`src/rtl/pdm_mic_pkg.sv`:
```
// Shared constants for the PDM microphone front end: FSM encoding and PCM word width.
package pdm_mic_pkg;

   localparam int unsigned PcmWidth = 16;

   typedef enum logic [1:0] {
      StIdle   = 2'd0,
      StWake   = 2'd1,
      StSettle = 2'd2,
      StRun    = 2'd3
   } state_e;

endpackage

```
`src/rtl/pcm_fifo2.sv`:
```
// Two-entry synchronous FIFO. Shows zero when empty; drop flags a write refused
// because both entries are held and nothing is leaving this cycle.
module pcm_fifo2 #(
   parameter int unsigned Width = 16
) (
   input  logic             clk,
   input  logic             rst,
   input  logic             clr,
   input  logic             wr,
   input  logic [Width-1:0] wdata,
   input  logic             rd,
   output logic [Width-1:0] rdata,
   output logic             valid,
   output logic             drop
);

   logic [Width-1:0] mem_q [2];
   logic             rptr_q, wptr_q;
   logic [1:0]       cnt_q;
   logic             full, pop, push;

   always_comb begin
      valid = cnt_q != 2'd0;
      full  = cnt_q == 2'd2;
      pop   = valid & rd;
      // A pop frees the head slot, so a write into a full FIFO is still accepted.
      push  = wr & (~full | pop);
      drop  = wr & full & ~pop;
      rdata = valid ? mem_q[rptr_q] : '0;
   end

   always_ff @(posedge clk) begin
      if (rst || clr) begin
         rptr_q <= 1'b0;
         wptr_q <= 1'b0;
         cnt_q  <= 2'd0;
      end else begin
         if (push) wptr_q <= ~wptr_q;
         if (pop)  rptr_q <= ~rptr_q;
         cnt_q <= cnt_q + {1'b0, push} - {1'b0, pop};
      end
   end

   always_ff @(posedge clk) begin
      if (push) mem_q[wptr_q] <= wdata;
   end

endmodule

```
`src/rtl/pdm_mic_ctrl.sv`:
```
// PDM microphone sequencer: bit-clock divider, data capture, CIC enable/reset,
// power-up and settle sequencing, and a 2-entry PCM output buffer.
module pdm_mic_ctrl
   import pdm_mic_pkg::*;
#(
   parameter int unsigned CLK_DIV        = 4,
   parameter int unsigned WAKE_BITS      = 1024,
   parameter int unsigned SETTLE_SAMPLES = 4
) (
   input  logic                clk,
   input  logic                rst,
   input  logic                enable,
   input  logic                pdm_dat,
   output logic                mic_clk,
   output logic                pdm_bit,
   output logic                cic_ce,
   output logic                cic_rst,
   input  logic [PcmWidth-1:0] pcm_in,
   input  logic                pcm_in_valid,
   output logic [PcmWidth-1:0] pcm_out,
   output logic                pcm_out_valid,
   input  logic                pcm_out_ready,
   output logic                overrun,
   output logic [1:0]          state
);

   localparam logic [8:0]  PhLast     = 9'(2 * CLK_DIV - 1);
   localparam logic [8:0]  PhHigh     = 9'(CLK_DIV);
   localparam logic [15:0] WakeLast   = 16'(WAKE_BITS - 1);
   localparam logic [7:0]  SettleLast = 8'(SETTLE_SAMPLES - 1);

   state_e      state_q, state_d;
   logic [8:0]  ph_q, ph_d;
   logic [15:0] wake_q, wake_d;
   logic [7:0]  settle_q, settle_d;
   logic [1:0]  sync_q;
   logic        mic_clk_q, pdm_bit_q, cic_ce_q, overrun_q;
   logic        mic_clk_d, pdm_bit_d, cic_ce_d, overrun_d;
   logic        capture, fifo_clr, fifo_wr, fifo_drop;

   always_ff @(posedge clk) begin
      if (rst) state_q <= StIdle;
      else     state_q <= state_d;
   end

   always_comb begin
      state_d = state_q;
      if (!enable) begin
         state_d = StIdle;
      end else begin
         unique case (state_q)
            StIdle:   state_d = StWake;
            StWake:   if (cic_ce_q && wake_q == WakeLast) state_d = StSettle;
            StSettle: begin
               if (SETTLE_SAMPLES == 0 || (pcm_in_valid && settle_q == SettleLast)) begin
                  state_d = StRun;
               end
            end
            StRun:    state_d = StRun;
         endcase
      end
   end

   always_comb begin
      cic_rst       = (state_q == StIdle) || (state_q == StWake);
      state         = state_q;
      mic_clk       = mic_clk_q;
      pdm_bit       = pdm_bit_q;
      cic_ce        = cic_ce_q;
      overrun       = overrun_q;
   end

   always_comb begin
      capture   = (state_q != StIdle) && (ph_q == PhLast);
      fifo_clr  = state_d == StIdle;
      fifo_wr   = (state_q == StRun) && pcm_in_valid;

      // The phase restarts at 0 on entry to WAKE, so the first period has no strobe.
      if (state_q == StIdle || state_d == StIdle) ph_d = '0;
      else if (ph_q == PhLast)                    ph_d = '0;
      else                                        ph_d = ph_q + 9'd1;

      wake_d = wake_q;
      if (fifo_clr)                            wake_d = '0;
      else if (state_q == StWake && cic_ce_q)  wake_d = wake_q + 16'd1;

      settle_d = settle_q;
      if (fifo_clr)                                    settle_d = '0;
      else if (state_q == StSettle && pcm_in_valid)    settle_d = settle_q + 8'd1;

      mic_clk_d = ph_d >= PhHigh;
      pdm_bit_d = capture ? sync_q[1] : pdm_bit_q;
      cic_ce_d  = capture && enable;
      overrun_d = fifo_clr ? 1'b0 : (overrun_q | fifo_drop);
   end

   always_ff @(posedge clk) begin
      if (rst) begin
         ph_q      <= '0;
         wake_q    <= '0;
         settle_q  <= '0;
         sync_q    <= '0;
         mic_clk_q <= 1'b0;
         pdm_bit_q <= 1'b0;
         cic_ce_q  <= 1'b0;
         overrun_q <= 1'b0;
      end else begin
         ph_q      <= ph_d;
         wake_q    <= wake_d;
         settle_q  <= settle_d;
         sync_q    <= {sync_q[0], pdm_dat};
         mic_clk_q <= mic_clk_d;
         pdm_bit_q <= pdm_bit_d;
         cic_ce_q  <= cic_ce_d;
         overrun_q <= overrun_d;
      end
   end

   pcm_fifo2 #(
      .Width(PcmWidth)
   ) u_fifo (
      .clk  (clk),
      .rst  (rst),
      .clr  (fifo_clr),
      .wr   (fifo_wr),
      .wdata(pcm_in),
      .rd   (pcm_out_ready),
      .rdata(pcm_out),
      .valid(pcm_out_valid),
      .drop (fifo_drop)
   );

endmodule

```
`config.mk`:
```
export PLATFORM = sky130hd
export DESIGN_NAME = pdm_mic_ctrl
export DESIGN_NICKNAME = d
export VERILOG_FILES = /design/src/rtl/pdm_mic_pkg.sv /design/src/rtl/pcm_fifo2.sv /design/src/rtl/pdm_mic_ctrl.sv
export SDC_FILE = /design/constraint.sdc
export NUM_CORES = 1
export LEC_CHECK = 0
export CAP_MARGIN = 20
export CORE_MARGIN = 4
export CORE_UTILIZATION = 49
export CTS_CLUSTER_SIZE = 10
export DETAILED_ROUTE_END_ITERATION = 16
export PLACE_DENSITY_LB_ADDON = 0.15
export SETUP_SLACK_MARGIN = 0.1
export SLEW_MARGIN = 20
export SYNTH_ARGS = -nofsm -noshare
export SYNTH_HDL_FRONTEND = slang
export SYNTH_SLANG_ARGS = --single-unit
```
`constraint.sdc`:
```
create_clock -name clk -period 2 [get_ports clk]
set_input_delay 0.4 -clock clk [delete_from_list [all_inputs] [get_ports clk]]
set_output_delay 0.4 -clock clk [all_outputs]
set_load 0.02 [all_outputs]
```
==> impl_metrics.json <==
{
  "status": "finished, final reports clean",
  "cp-end-kind": "output pin",
  "use_met3_pct": 3.255,
  "htreeDepth": 3,
  "io_pins": 46,
  "place_inst": 427,
  "die_h_um": 90.17,
  "numCtsBuffers": 9,
  "core_area_um2": 6459,
  "rsz0062_at_grt": "yes",
  "post-route-period-util_pct": 91.22,
  "worst_slack_ps": 175.5,
  "grtUsageTotal_pct": 15.47,
  "placement_rows": 29,
  "synth_area_leader_cell": "edfxtp_1",
  "cts_buffer_depth": 2,
  "vdd_drop_max_mv": 0.4128,
  "cp_cell_sequence": "clkdlybuf4s50_1",
  "cp_num_buf_inv": 1,
  "path_max_fanout": 11,
  "grt_start_max_net_pins": 31,
  "port-buffer-count": 45,
  "setup_viol": 0,
  "worstPathRequired_ps": 1600,
  "dieArea_um2": 8130,
  "drc": 0,
  "drv_cap": 0,
  "grt_pass1_wl_um": 10250,
  "postLayoutCellArea_um2": 4149,
  "via_count": 2348,
  "holdCritPathClass": "reg -> reg",
  "fin_nets": 389,
  "antenna_cells": 0,
  "hold_viol": 0,
  "place_congestion": 0.8403,
  "synth_most_common_cell": "nor2_1",
  "syn_inst": 308,
  "synth_top_area_share_pct": 29.05,
  "syn-cell-area_um2": 3308,
  "drt_iter0_drc": 62,
  "hold_ws_ps": 448.3,
  "relSlewSlack_pct": 71.88,
  "placedInstanceArea_um2": 3919,
  "arrival_ps": 1420,
  "crit_slowest_cell": "clkdlybuf4s50_1",
  "syn-num-nets": 335,
  "clk_latency_ps": 340,
  "busiest_layer": "met2",
  "synth_edf_count": 32,
  "avgViaCountPerCell": 5.288,
  "clk_pin_slew_ps": 80,
  "avgSynthCellArea_um2": 10.74,
  "synth_flop_cell": "dfxtp_1",
  "slowest_delay_ps": 640,
  "critPathLaunchType": "flop",
  "antenna_found_initial": 0,
  "syn2layout_area_growth_pct": 25.42,
  "ant_nets": 0,
  "hpwl_um": 4109,
  "pre_cts_slack_ps": -36.59,
  "synthTopCellsByArea": "edfxtp_1 (29%), dfxtp_1 (28%), nor2_1 (7.1%), mux2i_1 (6.1%), xnor2_1 (4.8%)",
  "firstDrtPassIters": 4,
  "cts_sinks": 78,
  "ys_warn_count": 0,
  "drt-total-wl_um": 6025,
  "wl_per_cell_um": 13.57,
  "post-route-util_pct": 64.24,
  "grt_pass1_vias": 2276,
  "ys_types": 43,
  "final_max_slew_viol_count": 0,
  "ys_ff_latch": 78,
  "power_density_nw_per_um2": 715.6,
  "cts_tree": "done",
  "yosysSeqAreaShare_pct": 56.88,
  "final_cells": 444,
  "critical_path_class": "reg -> out",
  "clock_skew_ps": 9.624,
  "fmax_mhz": 548.1,
  "drive_gt1_share_pct": 9.264,
  "overflow": 0,
  "grt_use_met2_pct": 26.45,
  "synth_commonest_cells": "nor2_1 (63), dfxtp_1 (46), edfxtp_1 (32)",
  "min_period_ps": 1824,
  "met1_usage_pct": 18.43,
  "tightestPinTransition_ps": 417.9,
  "cp_top_family": "buffers and inverters",
  "die_x_um": 90.17,
  "async_reset_ff_share_pct": 0,
  "cts_setup_buffers": 0,
  "p_leak_nw": 1.480,
  "cts-root-buf": "clkbuf_8",
  "initial_core_util_pct": 51.22
}
[cell families (layout without fill, tap and decap cells)]
logic type	Yosys count	after routing	synth area share, %
AOI/OAI and AO/OA	18	18	3.707
xor gates and xnor gates	29	29	7.678
adders and majority gates	5	5	1.891
buffers and inverters	18	77	2.458
DFF	78	78	56.88
muxes	20	20	6.051
and+or+nand+nor	140	140	21.33
[cells in the final DEF, fill, tap and decap left out, types with 9 or more instances in the layout]
master,count
nor2_1,63
dfxtp_1,43
dlygate4sd2_1,17
clkdlybuf4s50_1,27
clkbuf_8,9
mux2i_1,19
edfxtp_1,32
xor2_1,11
xnor2_1,18
nand2_1,11
nand3_1,14
[sequential cells by signal, indices dropped and copies added (netlist names), named ones only]
signal and cells:
mic_clk 1, u_fifo.wptr_q 1, pdm_bit 1, cic_ce 1
sync_q 2, u_fifo.rptr_q 1, overrun 1, settle_q 8
state 2, wake_q 16, u_fifo.mem_q 32, ph_q 9
u_fifo.cnt_q 2
[layer usage]
layer | wire length, um | share of wire [%]
met4 | 124 | 2.1
met5 | 0 | 0
met3 | 265 | 4.4
met1 | 2711 | 45
met2 | 2923 | 49
[worst paths after layout]
path	from	to	slack (ps)	depth (start not counted)
min	sync_q[0]	sync_q[1]	450	1
min reg2reg	sync_q[0]	sync_q[1]	450	1
max	state[0]	state[0]	180	1
max reg2reg	ph_q[0]	mic_clk	390	5
[metrics by stage]
stage	setup TNS, ps	power [W]
6_report	0	0.002969
2_1_floorplan	0	0.001713
3_5_place_dp	-36.59	0.001773
4_1_cts	0	0.003013
5_1_grt	0	0.003112
3_3_place_gp	0	0.001773
[repair_timing]
action                                  in CTS  in global routing
hold buffers                                 0                  0
resized for setup                           20                  5
endpoints found under the setup margin      20                 17
gates cloned                                 0                  1
[power breakdown]
group	internal [W]	leakage [nW]	total [W]	switching (W)
sequential	0.00165	0.660	0.00166	0.00000445
combinational	0.0000475	0.716	0.0000775	0.0000300
clock	0.000693	0.104	0.00123	0.000540
total	0.00239	1.48	0.00297	0.000574
[cell type report]
cell class / count / area, um^2
Tap cell: 77 / 96.34
Inverter: 6 / 22.52
Clock inverter: 7 / 88.84
Timing Repair Buffer: 55 / 575.6
Sequential cell: 78 / 1888
Multi-Input combinational cell: 212 / 1354
Fill cell: 539 / 2310
Clock buffer: 9 / 123.9
Note: power is estimated with default switching activity, not from simulation.
==> edit 1 (same settings) <==
Change the package constant `PcmWidth` from 16 to 24.
--- a/src/rtl/pdm_mic_pkg.sv
+++ b/src/rtl/pdm_mic_pkg.sv
@@ -1,7 +1,7 @@
 // Shared constants for the PDM microphone front end: FSM encoding and PCM word width.
 package pdm_mic_pkg;
 
-   localparam int unsigned PcmWidth = 16;
+   localparam int unsigned PcmWidth = 24;
 
    typedef enum logic [1:0] {
       StIdle   = 2'd0,
Interface: changed (resized pcm_in and pcm_out); port bits go from 46 to 62. The function was not compared with the original's and may differ.
==> edit 1 against the original RTL <==
- sequential share of layout area up 2.8 points
- wire length is 21% higher
- count of clock-buffer cells in the layout stayed put
- final cell count up 17%
- die area is 16% higher
- fmax decreased by 0.16%
- design area up 18%
- utilization down 0.78 points
- power grew 11%
- worst setup slack got worse by 2.9 ps
- sequential cell count up 16
- via count grew 14%
- synthesized area is 18% higher
- clock power is 4% lower
==> edit 1: results (changes against the original RTL) <==
Parameter                              Value

Placed design
  Final GP Congestion ... 0.766 (-8.8%)
  DP Wirelength ... 4910 microns (+20%)
  PortBufs ... 61 (+36%)
  Cell Count Post-Placement ... 500 (+17%)
  Pre-CTS worst setup slack ... -11.9 ps (+24.7 ps)

STA
  Worst slew slack as a fraction of its limit ... 75.9% (+4.1 points)
  Crit path setup slack, layout ... 173 ps (-2.87 ps)
  Post-Route Skew ... 9.21 ps (-0.411 ps)

Synth
  Ranking of synthesized cells by instance count ... sky130_fd_sc_hd__nor2_1, sky130_fd_sc_hd__edfxtp_1, sky130_fd_sc_hd__dfxtp_1
  Mean area per synthesized cell ... 11.4 sq um (+6.4%)
  Sequential cell area fraction in the yosys report ... 60.5% (+3.6 points)
  Cell types with the largest area share after synthesis ... sky130_fd_sc_hd__edfxtp_1, sky130_fd_sc_hd__dfxtp_1, sky130_fd_sc_hd__mux2i_1, sky130_fd_sc_hd__nor2_1, sky130_fd_sc_hd__xnor2_1
  Main synth FF type ... sky130_fd_sc_hd__edfxtp_1
  Post-Syn Nets ... 377 (+13%)
  Number of synthesized flops with an enable pin ... 48 (+50%)
  Post-synthesis cell type count ... 42 (-2.3%)

Setup path
  CP peak stage delay ... 400 ps (-240 ps)
  Register-to-register setup slack ... 260 ps (-130 ps)
  Worst Reg-to-Reg Cells ... 9 (+4)
  Slowest stage cell on the critical path ... sky130_fd_sc_hd__dfxtp_4
  Source of the worst register-to-register timing path ... u_fifo.cnt_q[0]
  Setup crit end ... pcm_out[16]
  Reg-to-reg critical path endpoint ... u_fifo.cnt_q[1]

Clocking
  Reg clk slew, reported paths ... 100 ps (+20 ps)

Detailed routing
  Routed via count divided by cell count ... 5.14 (-2.7%)
  WL per Instance ... 14.1 microns (+3.9%)
  Total wirelength of the detailed-routed design ... 7310 microns (+21%)

GRT
  Overall routing resource usage ... 15.5% (about the same)
  Wire length of the first global-routing pass ... 12100 microns (+18%)
  Via count of the first global-routing pass ... 2607 (+15%)
  Met2 usage in global routing ... 25.2% (-1.2 points)
  Routing usage on met1 ... 20.0% (+1.6 points)

Status
  Outcome ... completed

Layout
  Registers with the most flip-flops ... u_fifo.mem_q (48), wake_q (16), ph_q (9)

Worst hold path
  Hold Path Class ... flop to flop
[edit 1: final cells by class]
class	count	area, sq um
inverter	6	22.5
fill	593	2820
sequential	94	2370
multi-input combinational	228	1480
clock buffer	9	124
timing repair buffer	72	716
clock inverter	7	65.1
tap	102	128
[edit 1: worst min-delay path by stage]
stage                   start  slack, ps  cells after the start         to
floorplan           sync_q[0]        410                      1  sync_q[1]
global placement    sync_q[0]        420                      1  sync_q[1]
detailed placement  sync_q[0]        440                      1  sync_q[1]
CTS                 sync_q[0]        450                      1  sync_q[1]
global route        sync_q[0]        470                      1  sync_q[1]
finish              sync_q[0]        450                      1  sync_q[1]
[edit 1: power by group]
part	switching, uW	internal (uW)	total, uW
registers	4.05	2020	2030
clock network	695	482	1180
logic	35.0	60.1	95.0
[edit 1: logic make-up after synthesis]
| logic type | Yosys count | share of synthesized area (%) |
|---|---|---|
| AND/OR/NAND/NOR | 148 | 18.8 |
| flip-flops | 94 | 60.5 |
| XOR/XNOR | 29 | 6.50 |
| multiplexers | 28 | 7.17 |
| buffers and inverters | 20 | 2.31 |
| AO/OA/AOI/OAI | 18 | 3.14 |
| adder cells (fa/ha/maj) | 5 | 1.60 |
[edit 1: timing repair]
item                       in CTS  in global routing
gates resized for setup        32                 43
cloned                          1                  1
setup endpoints to repair      28                 25
pin swaps                       0                  0
hold buffers                    0                  0
[edit 1: layer usage]
metal	up-vias	wire, microns	share of wire, %
met4	0	51	0.70
met3	4	365	5.0
met2	65	3520	48
met5	-	0	0
met1	1247	3370	46
li1	1349	-	-
[edit 1: worst register-to-register path: cells and delay by family, from the launching register on]
family | cells | cell delay, ps
and+or+nand+nor | 3 | 320
xor gates and xnor gates | 2 | 320
adders and majority gates | 2 | 450
buffers and inverters | 2 | 210
DFF | 1 | 350
==> edit 2 (config.mk and constraints unchanged) <==
Made on the original files. Take the reset off `ph_q` and load it in a clocked block of its own.
--- a/src/rtl/pdm_mic_ctrl.sv
+++ b/src/rtl/pdm_mic_ctrl.sv
@@ -96,7 +96,6 @@
 
    always_ff @(posedge clk) begin
       if (rst) begin
-         ph_q      <= '0;
          wake_q    <= '0;
          settle_q  <= '0;
          sync_q    <= '0;
@@ -105,7 +104,6 @@
          cic_ce_q  <= 1'b0;
          overrun_q <= 1'b0;
       end else begin
-         ph_q      <= ph_d;
          wake_q    <= wake_d;
          settle_q  <= settle_d;
          sync_q    <= {sync_q[0], pdm_dat};
@@ -114,6 +112,10 @@
          cic_ce_q  <= cic_ce_d;
          overrun_q <= overrun_d;
       end
+   end
+
+   always_ff @(posedge clk) begin
+      ph_q <= ph_d;
    end
 
    pcm_fifo2 #(
Check against the original RTL: no difference found for any inputs over 10 cycles, from zero or initial values and one cycle with rst high; that may be too few to reach the edited logic, so the function may still have changed.
==> edit 2 against the original RTL <==
- final cell count fell by 0.90%
- power fell by 0.50%
- wire length fell by 2.0%
- hold slack got worse by 3.5 ps
- design area rose by 0.57%
- die area rose by 0.59%
- critical path type unchanged
- worst setup slack improved by 3.7 ps
- clock skew rose by 0.70 ps
- sequential power barely moved
- first-iteration DRC count rose by 29%
- sequential cell count did not move
- synthesized area rose by 0.64%
==> edit 2: results (changes against the original RTL) <==
Parameter                              Value

Layout
  Non-Filler Instances ... 440 (-0.90%)
  ANT cells ... 0 (unchanged)
  Registers with the most flip-flops ... u_fifo.mem_q (32), wake_q (16), ph_q (9)
  Layout cell share with drive strength beyond 1 ... 10.5% (+1.2 points)

Synth
  Cell types with the largest area share after synthesis ... sky130_fd_sc_hd__edfxtp_1, sky130_fd_sc_hd__dfxtp_1, sky130_fd_sc_hd__nor2_1, sky130_fd_sc_hd__mux2i_1, sky130_fd_sc_hd__xnor2_1
  Ranking of synthesized cells by instance count ... sky130_fd_sc_hd__nor2_1, sky130_fd_sc_hd__dfxtp_1, sky130_fd_sc_hd__edfxtp_1
  Sequential cell area fraction in the yosys report ... 56.5% (-0.36 points)
  Post-synthesis cell type count ... 48 (+12%)
  Post-Syn Nets ... 329 (-1.8%)

Setup path
  CP Data Arrival Time ... 1420 ps (about the same)
  Register-to-register setup slack ... 230 ps (-160 ps)
  Worst Reg-to-Reg Cells ... 5 (unchanged)
  Largest fanout of any net on the critical path ... 9 (-2)

STA
  Slew of the pin with the lowest slew margin ... 381 ps (-36.9 ps)
  Final hold slack ... 445 ps (-3.49 ps)
  Highest Clock Rate ... 549 MHz (+0.20%)
  Post-Route Skew ... 10.3 ps (+0.702 ps)

Detailed routing
  First-pass detailed-route iteration total ... 4 (unchanged)
  Initial DRC count ... 80 (+29%)
  Total wirelength of the detailed-routed design ... 5910 microns (-2.0%)
  Routed via count divided by cell count ... 5.19 (-1.9%)

Clocking
  Number of buffers inserted during clock tree synthesis ... 9 (unchanged)

Placed design
  Final GP Congestion ... 0.754 (-10%)
  Placed cell areas ... 3950 sq um (+0.67%)
  DP Wirelength ... 4160 microns (+1.3%)
  Cell Count Post-Placement ... 423 (-0.94%)

Status
  Outcome ... completed

Worst hold path
  Hold Path Cell Cnt ... 1 (unchanged)

GRT
  Wire length of the first global-routing pass ... 9820 microns (-4.2%)
  Via count of the first global-routing pass ... 2174 (-4.5%)
  Overall routing resource usage ... 14.6% (-0.89 points)
  Pin count of the biggest net entering global routing ... 19 (-39%)

Pwr
  Worst vdd ir ... 0.417 mV (+1.1%)
  Leakage power figure ... 0.00157 uW (+6.4%)
==> edit 2: cell count changes after synthesis, sizes merged, moves of 2 or more <==
cell / change
a21oi: +3
and2: -3
and4b: -2
clkbuf: -2
inv: +2
mux2i: -2
nand2: +5
nand2b: -2
nand3: -9
nor2: -2
nor3: -3
nor4: +3
xnor2: -2
==> edit 2: cell families after synthesis <==
group,after synthesis,share of synthesized area (%)
adder cells (fa/ha/maj),5,1.88
buffers and inverters,19,2.74
AO/OA/AOI/OAI,26,5.52
multiplexers,18,5.41
flip-flops,78,56.5
XOR/XNOR,28,7.37
AND/OR/NAND/NOR,128,20.6
==> edit 2: area by class of cell <==
type / count / area [sq um]
fillers: 544 / 2290
flip-flops and latches: 78 / 1890
repair buffers: 56 / 584
well taps: 77 / 96.3
inverters: 8 / 30.0
clock buffers: 13 / 170
clock inverters: 3 / 42.5
multi-input cells: 205 / 1360
==> edit 2: layer usage <==
metal  up-vias  global-route usage, %  share of wire (%)
met4         0                   5.36                1.2
met1      1048                   18.7                 49
met2        44                   23.5                 46
met5         -                      0                  0
li1       1185                      -                  -
met3         6                   4.17                4.2
==> edit 2: where the power goes <==
part / internal (uW) / switching (uW)
combinational: 50.5 / 33.4
clock: 686 / 525
sequential: 1650 / 5.27
total: 2390 / 564
==> edit 2: path summary, 6_finish.rpt <==
check	startpoint	to
worst max register to register	ph_q[0]	mic_clk
worst min register to register	sync_q[0]	sync_q[1]
worst min-delay path	sync_q[0]	sync_q[1]
worst max-delay path	state[0]	state[0]
==> edit 2: stage by stage <==
stage	worst slack, ps	TNS [ps]
finish	179	0
detailed placement	-75.3	-75.3
global route	87.9	0
CTS	112	0
global placement	-9.18	-9.18
floorplan	205	0
==> edit 2: what timing repair did <==
item,in CTS,in global routing
gates cloned,0,1
pin swaps,0,0
resized for setup,19,5
hold buffers,0,0
setup endpoints to repair,20,11
